$ cat src/rtl/pass_change_writer.sv
// Password-change sequencer: start press, three new digits, three confirm digits, then commit.
// Latency: stored_pass and pass_wr update on the edge that samples the third matching confirm press.
// Backpressure: none; presses are taken when they arrive and ignored outside the capture phases.
module pass_change_writer #(
    parameter logic [11:0] DEFAULT_PASS = 12'h777,
    parameter int          TIMEOUT      = 200,
    parameter int          ERR_CYCLES   = 16
) (
    input  logic        clk,
    input  logic        lock_rst_2,
    input  logic        mode_2,
    input  logic        unlocked,
    input  logic [3:0]  mod10_out,
    input  logic        enter_2,
    output logic [11:0] stored_pass,
    output logic        pass_wr,
    output logic        err_2,
    output logic [2:0]  led_state,
    output logic [1:0]  digit_cnt
);
    localparam int TW = $clog2(TIMEOUT + 1);
    localparam int EW = $clog2(ERR_CYCLES + 1);

    typedef enum logic [2:0] {
        S_IDLE,
        S_FIRST,
        S_CONFIRM,
        S_DONE,
        S_ERROR
    } state_t;

    state_t        state, state_nxt;
    logic          enter_q;
    logic          armed;
    logic [11:0]   first_buf;
    logic [7:0]    conf_buf;
    logic [TW-1:0] tmo_cnt;
    logic [EW-1:0] err_cnt;

    logic          press;
    logic          digit_ok;
    logic          abort;
    logic          last_digit;
    logic [11:0]   first_shift;
    logic [11:0]   conf_shift;

    // armed blocks a button still held when reset releases from counting as a press
    assign press       = enter_2 & ~enter_q & armed;
    assign digit_ok    = press && (mod10_out <= 4'd9);
    assign abort       = ~mode_2 | ~unlocked;
    assign last_digit  = (digit_cnt == 2'd2);
    assign first_shift = {first_buf[7:0], mod10_out};
    assign conf_shift  = {conf_buf, mod10_out};

    always_comb begin
        state_nxt = state;
        pass_wr   = 1'b0;
        err_2     = 1'b0;
        led_state = 3'b000;
        case (state)
            S_IDLE: begin
                led_state = 3'b001;
                if (press && mode_2 && unlocked)
                    state_nxt = S_FIRST;
            end
            S_FIRST, S_CONFIRM: begin
                led_state = (state == S_FIRST) ? 3'b010 : 3'b100;
                if (abort)
                    state_nxt = S_IDLE;
                else if (digit_ok && last_digit) begin
                    if (state == S_FIRST)
                        state_nxt = S_CONFIRM;
                    else
                        state_nxt = (conf_shift == first_buf) ? S_DONE : S_ERROR;
                end else if (!press && tmo_cnt <= TW'(1))
                    state_nxt = S_ERROR;
            end
            S_DONE: begin
                pass_wr   = 1'b1;
                state_nxt = S_IDLE;
            end
            S_ERROR: begin
                err_2 = 1'b1;
                if (err_cnt == '0)
                    state_nxt = S_IDLE;
            end
            default: state_nxt = S_IDLE;
        endcase
    end

    always_ff @(posedge clk or posedge lock_rst_2) begin
        if (lock_rst_2) begin
            state       <= S_IDLE;
            stored_pass <= DEFAULT_PASS;
            first_buf   <= '0;
            conf_buf    <= '0;
            digit_cnt   <= '0;
            enter_q     <= 1'b0;
            armed       <= 1'b0;
            tmo_cnt     <= TW'(TIMEOUT);
            err_cnt     <= EW'(ERR_CYCLES - 1);
        end else begin
            state   <= state_nxt;
            enter_q <= enter_2;
            if (!enter_2)
                armed <= 1'b1;
            case (state)
                S_IDLE: begin
                    tmo_cnt <= TW'(TIMEOUT);
                    if (state_nxt == S_FIRST) begin
                        first_buf <= '0;
                        conf_buf  <= '0;
                        digit_cnt <= '0;
                    end
                end
                S_FIRST, S_CONFIRM: begin
                    if (abort) begin
                        first_buf <= '0;
                        conf_buf  <= '0;
                        digit_cnt <= '0;
                    end else begin
                        if (press)
                            tmo_cnt <= TW'(TIMEOUT);
                        else
                            tmo_cnt <= tmo_cnt - TW'(1);
                        if (digit_ok) begin
                            if (state == S_FIRST)
                                first_buf <= first_shift;
                            else
                                conf_buf <= conf_shift[7:0];
                            digit_cnt <= last_digit ? 2'd0 : digit_cnt + 2'd1;
                        end
                        if (state_nxt == S_DONE)
                            stored_pass <= first_buf;
                    end
                end
                S_ERROR: err_cnt <= err_cnt - EW'(1);
                default: ;
            endcase
            // a timeout can leave a partial count behind; ERROR always shows zero digits
            if (state_nxt == S_ERROR && state != S_ERROR) begin
                err_cnt   <= EW'(ERR_CYCLES - 1);
                digit_cnt <= '0;
            end
        end
    end
endmodule

$ cat config.mk
export PLATFORM = sky130hd
export DESIGN_NAME = pass_change_writer
export DESIGN_NICKNAME = d
export VERILOG_FILES = /design/src/rtl/pass_change_writer.sv
export SDC_FILE = /design/constraint.sdc
export NUM_CORES = 1
export LEC_CHECK = 0
export ABC_CLOCK_PERIOD_IN_PS = 5980
export CAP_MARGIN = 20
export CORE_MARGIN = 1.5
export CORE_UTILIZATION = 45
export CTS_BUF_LIST = sky130_fd_sc_hd__clkbuf_16
export CTS_CLUSTER_DIAMETER = 150
export CTS_CLUSTER_SIZE = 24
export DETAILED_ROUTE_END_ITERATION = 12
export PLACE_DENSITY = 0.64
export SYNTH_ARGS = -nofsm -noshare
export SYNTH_HDL_FRONTEND = slang
export SYNTH_SLANG_ARGS = --single-unit
$ cat constraint.sdc
create_clock -name clk -period 5.98 [get_ports clk]
set_input_delay 1.196 -clock clk [delete_from_list [all_inputs] [get_ports clk]]
set_output_delay 1.196 -clock clk [all_outputs]
set_load 0.005 [all_outputs]
== Yosys cells after proc, flatten, opt, wreduce, memory -nomap -nowiden ==
Index checks and enable logic that the tools add are counted.

* Register bits: 52
* Input bits: 9

* Add/sub/neg operators: 3
* Magnitude comparators: 2
* Eq/ne operators: 17
* Muxes and demuxes: 33
* Bitwise logic cells: 7
* Reductions and logical operators: 18

{| class="wikitable"
|+ Operators by type and width
! cell !! number
|-
| 2-to-1 mux 12 bit || 4
|-
| 2-to-1 mux 8 bit || 6
|-
| one-hot mux 8 bit (2 select lines) || 2
|-
| 2-to-1 mux 3 bit || 8
|-
| one-hot mux 12 bit (2 select lines) || 1
|-
| inequality test 3 bit, second input constant || 5
|-
| equality test 12 bit || 1
|-
| 2-to-1 mux 2 bit || 5
|-
| 2-to-1 mux 5 bit || 2
|-
| equality test 3 x 2 -> 1 bit, second input constant || 3
|-
| one-hot mux 3 bit (3 select lines) || 1
|-
| less-or-equal comparator 8 x 1 -> 1 bit, second input constant || 1
|-
| AND reduction 4 bit || 2
|-
| subtractor 8 x 1 -> 8 bit, second input constant || 1
|-
| equality test 3 x 1 -> 1 bit, second input constant || 2
|-
| equality test 3 bit, second input constant || 2
|-
| logical AND 1 bit || 6
|-
| one-hot mux 3 bit (2 select lines) || 1
|-
| AND reduction 3 bit || 2
|-
| logical NOT 5 bit || 1
|-
| subtractor 5 x 1 -> 5 bit, second input constant || 1
|-
| less-or-equal comparator 4 bit, second input constant || 1
|-
| inequality test 2 bit, second input constant || 2
|-
| inequality test 4 bit, second input constant || 1
|-
| other kinds (13) || 19
|}

== Depth between registers and ports, before layout ==
Gate-level depths: netlist (run 1).

* Depth after elaboration: 13
* Mapped depth: 9

== Least setup slack after synthesis (run 1) ==
OpenSTA, ideal clock, no wires.

* Path type: input to register
* Start: input mode_2
* End: register stored_pass[3]
* Data arrival time: 3095 ps
* Setup slack: 2760 ps
* Cell stages on the path: 8
* Cell sequence: nand2_1 > or3_1 > buf_2 > or3_4 > or4_1 > buf_2 > buf_6 > mux2_4

* Cells in the longest elaborated chain, start to end: 6
* Elaborated cells on any way between the ends: 10

{| class="wikitable"
|+ Ends and longest elaborated chain
! what !! line !! text
|-
| from (decl) || 11 || <nowiki>input logic mode_2,</nowiki>
|-
| inverter 1 bit / logical AND 1 bit (equally long branches) || 50, 63 ||
|-
| OR 1 bit / logical AND 1 bit (equally long branches) || 50, 63 ||
|-
| 2-to-1 mux 3 bit, on equally long branches || 68, 63 ||
|-
| one-hot mux 3 bit (3 select lines) || 60 || <nowiki>case (state)</nowiki>
|-
| equality test 3 x 2 -> 1 bit || 133 || <nowiki>if (state_nxt == S_DONE)</nowiki>
|-
| AND reduction 3 bit (no line) (*) || -- ||
|-
| to (signal assigned) || 134 || <nowiki>stored_pass <= first_buf;</nowiki>
|-
| to (decl) || 15 || <nowiki>output logic [11:0] stored_pass,</nowiki>
|}

Mark *: on every way between the ends. The rest lies on a longest branch, timed or not.
A chain may end at the register's enable or synchronous reset.

== Worst setup path after layout (run 1) ==
* Start: input mod10_out[2]
* End: register stored_pass[11]

* Cells in the longest elaborated chain, start to end: 8
* Elaborated cells on any way between the ends: 11

{| class="wikitable"
|+ Ends and longest elaborated chain
! what !! line !! text
|-
| from (decl) || 13 || <nowiki>input logic [3:0] mod10_out,</nowiki>
|-
| less-or-equal comparator 4 bit / equality test 12 bit (equally long branches) || 49, 74 ||
|-
| logical AND 1 bit / 2-to-1 mux 3 bit (equally long branches) || 49, 74 ||
|-
| logical AND 1 bit / 2-to-1 mux 3 bit (equally long branches) || 70, 71 ||
|-
| 2-to-1 mux 3 bit (*) || 70 || <nowiki>else if (digit_ok && last_digit) begin</nowiki>
|-
| 2-to-1 mux 3 bit (*) || 68 || <nowiki>if (abort)</nowiki>
|-
| one-hot mux 3 bit (3 select lines) (*) || 60 ||
|-
| equality test 3 x 2 -> 1 bit (*) || 133 ||
|-
| AND reduction 3 bit (no line) (*) || -- ||
|}

Marks and branches as above.

==> qor.yml, run 1 <==
ys_seq_area_frac: 0.519
gp_congestion: 0.799
synth_top_cell_area_share: 0.354
setup_ws_ps: 2240
drive_gt1_frac: 0.142
relSlewSlack: 0.359
fp-row-count: 27
required_ps: 6160
synth_seq_cells: 52
max_cap_viol_count: 0
leakagePower_nw: 1.27
path_class: "primary input to register"
overflow: 0
timing.hold.ws_ps: 491
design_area_sq_um: 3020
wl_um: 5000
wl_per_cell_um: 15.3
grt_max_degree: 53
cts_hold_buf: 0
postCtsSetupBuffers: 0
num_antenna_cells: 0
p_sw_mw: 0.160
cp-start-kind: "primary input"
r2r_end: "stored_pass[11]"
synth-edff-count: 0
drc: 0
rsz0062_at_grt: "false"
finalNonFillerCells: 326
syn_to_final_growth_pct: 18.4
io_pins: 28
combinationalPowerShare: 0.059
tightest_slew_ps: 960
dp_cells: 317
reg2reg_slack_ps: 3040
cts.repair.resized: 0
powerDensity_nw_per_um2: 229
place_hpwl_um: 3410
fin_worst_skew_ps: 5.86
syn_nets: 241
core_area_sq_um: 5470
synth-main-ff-cell: "dfrtp_1"
vias: 1772
power.switching_fraction: 0.233
io_buffers: 27
internal_power_mw: 0.529
synth-adder-area-share: 0.0147
period_needed_ps: 3740
place_ws_ps: 1910
max_freq_mhz: 267
fill_cells: 495
min_path_type: "register to register"
critPathMaxFanout: 13
synth_compound_area_frac: 0.161
clock_latency_ps: 290
synthesis.area_sq_um: 2550
ant_nets: 0
synth_area_leaders: "dfrtp_1 (35%), dfstp_2 (17%), a22o_1 (6.9%), mux2_4 (5.3%), xnor2_1 (4.8%)"
synthDistinctLibCells: 51
grt_pass1_vias: 1660
cts_buffers: 5
syn_inst: 229
synth.area.mux_share: 0.0663
p_seq_frac: 0.522
htreeDepth: 2
endpoint_kind: "register"
clock-root-buffer: "clkbuf_16"
utilization: 0.551
antenna_found_initial: 0
yosys.area_share.simple: 0.154
grt_pass1_wl_um: 8400
grt_use_total: 0.179
drt_first_pass_iters: 4
tritoncts: "done"
async_reset_ff_frac: 1.00
hold_end: "armed"
synth_common_cells: "dfrtp_1 (36), a22o_1 (20), nand2_1 (17)"
worstPathArrival_ps: 3920
clk_path_buf_depth: 2
yosys.area_share.xor_xnor: 0.0516
worstRegToRegCells: 5
hold_depth: 1
p_total_mw: 0.690
period_share: 0.626
max-vdd-ir-drop_mv: 0.0953
hold_viol: 0
clock_sinks: 52
r2r_start: "state[1]"
status: "finished clean"
initial_core_util: 0.465
syn_avg_cell_area_sq_um: 11.1
synth_top_family_by_area: "compound AO/OA/AOI/OAI gates"
initialDrtViolationCount: 122
finalSetupTns_ps: 0
hold_start: "armed"
setup_viol: 0
viasPerCell: 5.44
layout.nets: 265
regArea_sq_um: 1320
die_h_um: 78.2
clockPowerShare: 0.419
drv_slew: 0
die_w_um: 78.2
yosysTopAreaCell: "dfrtp_1"
multiInputGateArea_sq_um: 1140
postPlaceCellArea_sq_um: 2850
synth_most_common_cell: "dfrtp_1"
design.die.area_sq_um: 6120
yosysWarnings: 0
path_clk_slew_ps: 70
-- worst max-delay path: stages --
cell and delay, ps:
clkdlybuf4s50_1 490, o21ai_0 350, nand4b_1 250, or3_4 390
or4_1 790, mux2_1 450
-- metal layers --
metal,vias to the layer above,GRT usage,part of all wire
met2,27,0.255,0.43
met3,5,0.0349,0.023
li1,880,-,-
met5,-,0,0
met1,860,0.271,0.54
met4,0,0.0589,0.013
-- power groups by stage --
| stage | clock network [mW] | registers (mW) | logic (mW) |
|---|---|---|---|
| CTS | 0.294 | 0.360 | 0.0401 |
| global route | 0.310 | 0.360 | 0.0462 |
| detailed placement | 0 | 0.366 | 0.0399 |
| finish | 0.289 | 0.360 | 0.0410 |
| floorplan | 0 | 0.365 | 0.0257 |
| global placement | 0 | 0.366 | 0.0397 |
-- sequential cells by signal, summed over array words and instances (netlist names), 2 cells and up --
register and flops:
conf_buf 8, digit_cnt 2, err_cnt 5, first_buf 12
state 3, stored_pass 12, tmo_cnt 8
-- cell usage in the layout, fill, tap and decap left out, drive strengths merged, types with 12 or more instances in the layout --
master,count
a22o,20
dfstp,16
nor2,14
clkdlybuf4s50,27
mux2,12
xnor2,14
o21ai,14
nand2,17
dfrtp,36
-- cells by family after synthesis --
group	Yosys count
AOI/OAI and AO/OA	56
xor gates and xnor gates	15
adders and majority gates	3
buffers and inverters	18
DFF	52
muxes	12
and+or+nand+nor	73
-- area by class of cell --
cell class              count  area share
clock inverters             3     0.00747
repair buffers             28      0.0962
clock buffers               5      0.0415
inverters                   7     0.00871
well taps                  72      0.0299
flip-flops and latches     52       0.438
multi-input cells         159       0.378
-- worst max path at each step --
stage	startpoint	slack (ps)	end	depth (start not counted)
after global routing	mod10_out[2]	2000	stored_pass[11]	6
final	mod10_out[2]	2240	stored_pass[11]	6
after floorplan	mode_2	2760	stored_pass[3]	8
after detailed placement	mod10_out[2]	1910	stored_pass[11]	6
after global placement	mod10_out[2]	1940	stored_pass[11]	6
after CTS	mod10_out[2]	2210	stored_pass[11]	6
(Power assumes the default switching activity.)
==> run 2: changes to the inputs <==
--- a/config.mk
+++ b/config.mk
@@ -5,7 +5,7 @@
 export SDC_FILE = /design/constraint.sdc
 export NUM_CORES = 1
 export LEC_CHECK = 0
-export ABC_CLOCK_PERIOD_IN_PS = 5980
+export ABC_CLOCK_PERIOD_IN_PS = 3400
 export CAP_MARGIN = 20
 export CORE_MARGIN = 1.5
 export CORE_UTILIZATION = 45
@@ -13,7 +13,7 @@
 export CTS_CLUSTER_DIAMETER = 150
 export CTS_CLUSTER_SIZE = 24
 export DETAILED_ROUTE_END_ITERATION = 12
-export PLACE_DENSITY = 0.64
+export PLACE_DENSITY = 0.67
 export SYNTH_ARGS = -nofsm -noshare
 export SYNTH_HDL_FRONTEND = slang
 export SYNTH_SLANG_ARGS = --single-unit
==> constraint.sdc (replaced) <==
create_clock -name clk -period 3.4 [get_ports clk]
set_input_delay 0.68 -clock clk [delete_from_list [all_inputs] [get_ports clk]]
set_output_delay 0.68 -clock clk [all_outputs]
set_load 0.005 [all_outputs]
==> run 2 against run 1 <==
  * Global-route usage fell by 0.22 points
  * Final cell count rose by 2.5%
  * Via count is 4.6% higher
  * Utilization grew 0.82 points
  * Flip-flop and latch count is the same
  * Sequential power increased by 76%
  * Hold slack hardly changed
  * Combinational power rose by 78%
  * Cell area grew 1.5%
  * Total power up 74%
  * Largest power group unchanged
==> qor.yml, run 2 (same netlist as run 1, synthesis figures left out) <==
status: "finished clean"
max_cap_viol_count: 0  # unchanged
path_class: "primary input to register"
design.die.area_sq_um: 6120  # unchanged
core_area_sq_um: 5470  # unchanged
leakagePower_nw: 1.30  # +2.2%
drc: 0  # unchanged
setup_viol: 0  # unchanged
period_share: 0.871
wl_per_cell_um: 14.9  # -2.5%
io_buffers: 27  # unchanged
finalSetupTns_ps: 0  # unchanged
clk_path_buf_depth: 2  # unchanged
relSlewSlack: 0.430  # +0.0710
viasPerCell: 5.55  # +2.1%
max-vdd-ir-drop_mv: 0.197  # +110%
min_path_type: "register to register"
antenna_found_initial: 0  # unchanged
max_freq_mhz: 338
die_w_um: 78.2  # unchanged
dp_cells: 326  # +2.8%
period_needed_ps: 2960
reg.largest.list: "first_buf: 12 flops, stored_pass: 12 flops"
grt_pass1_wl_um: 8470  # +0.74%
required_ps: 3570  # -2590 ps
timing.hold.ws_ps: 491  # +0.272 ps
endpoint_kind: "register"
hold_viol: 0  # unchanged
hold_start: "armed"
critPathMaxFanout: 5  # -8
vias: 1853  # +4.6%
drt_first_pass_iters: 4  # unchanged
grt_max_degree: 53  # unchanged
clock-root-buffer: "clkbuf_16"
cts_hold_buf: 0  # unchanged
gp_congestion: 0.834  # +4.3%
finalNonFillerCells: 334  # +2.5%
fp-row-count: 27  # unchanged
layout_commonest_cell: "dfrtp_1"
place_hpwl_um: 3490  # +2.4%
clock_latency_ps: 290  # about the same
cts.repair.resized: 0  # unchanged
drive_gt1_frac: 0.164  # +0.0224
p_total_mw: 1.20  # +74%
clock_sinks: 52  # unchanged
htreeDepth: 2  # unchanged
overflow: 0  # unchanged
r2r_end: "stored_pass[11]"
initialDrtViolationCount: 129  # +5.7%
place_ws_ps: 202  # -1710 ps
tightest_slew_ps: 853  # -106 ps
syn_to_final_growth_pct: 20.2
fin_worst_skew_ps: 8.98  # +3.12 ps
path_clk_slew_ps: 70  # about the same
cp-start-kind: "primary input"
rsz0062_at_grt: "false"
powerDensity_nw_per_um2: 391  # +71%
reg2reg_slack_ps: 730  # -2310 ps
postCtsSetupBuffers: 0  # unchanged
setup_ws_ps: 439  # -1800 ps
grt_pass1_vias: 1767  # +6.4%
initial_core_util: 0.465  # unchanged
r2r_start: "state[1]"
ant_nets: 0  # unchanged
wl_um: 4990  # -0.14%
num_antenna_cells: 0  # unchanged
worstPathArrival_ps: 3130  # -790 ps
drv_slew: 0  # unchanged
io_pins: 28  # unchanged
hold_end: "armed"
layout.nets: 273  # +3.0%
grt_use_total: 0.176  # -0.00222
mostFrequentLayoutCells: "dfrtp_1 (36), clkdlybuf4s50_1 (27), a22o_1 (20)"
worstRegToRegCells: 6  # +1
tritoncts: "done"
die_h_um: 78.2  # unchanged
cts_buffers: 5  # unchanged
hold_depth: 1  # unchanged
-- run 2: changes by cell type in the layout (fill, tap and decap cells not counted) --
| cell | change |
|---|---|
| buf_12 | -1 |
| buf_4 | +9 |
| clkinv_2 | -1 |
| clkinvlp_4 | +1 |
| inv_1 | +1 |
| inv_6 | -1 |
-- run 2: how the worst max path moves through the flow --
stage,start,depth (start not counted),end,slack (ps)
floorplan,mode_2,8,stored_pass[3],700
global placement,mod10_out[1],7,stored_pass[11],270
detailed placement,mod10_out[1],7,stored_pass[11],200
CTS,mod10_out[1],7,stored_pass[11],490
global route,mod10_out[1],7,stored_pass[11],390
finish,mod10_out[1],7,stored_pass[11],440
-- run 2: per-stage QoR --
step | area (sq um) | util
global route | 3060 | 0.559
CTS | 3060 | 0.559
global placement | 2920 | 0.533
finish | 3060 | 0.559
detailed placement | 2920 | 0.533
floorplan | 2550 | -
-- run 2: metal layers --
metal  global-route usage  vias up  wire length, um
li1                     -      891                -
met1                0.253      911             2520
met4               0.0750        0               99
met5                    0        -                0
met2                0.263       41             2240
met3               0.0314       10              137
-- run 2: area by class of cell --
cell class                 instances  area, sq um
fill                             481         2410
sequential                        52         1320
multi-input combinational        159         1140
timing repair buffer              36          338
clock buffer                       5          125
tap                               72         90.1
inverter                           7         26.3
clock inverter                     3         20.0
-- run 2: worst max-delay path, stage by stage --
cell and delay (ps):
clkdlybuf4s50_1 470, o21ai_0 340, nand4b_1 200, or3_4 370, or4_1 520, buf_4 220
mux2_1 320
-- run 2: power by group --
part / switching (mW) / internal [mW]
Clock: 0.221 / 0.271
Sequential: 0.00636 / 0.626
Combinational: 0.0432 / 0.0297
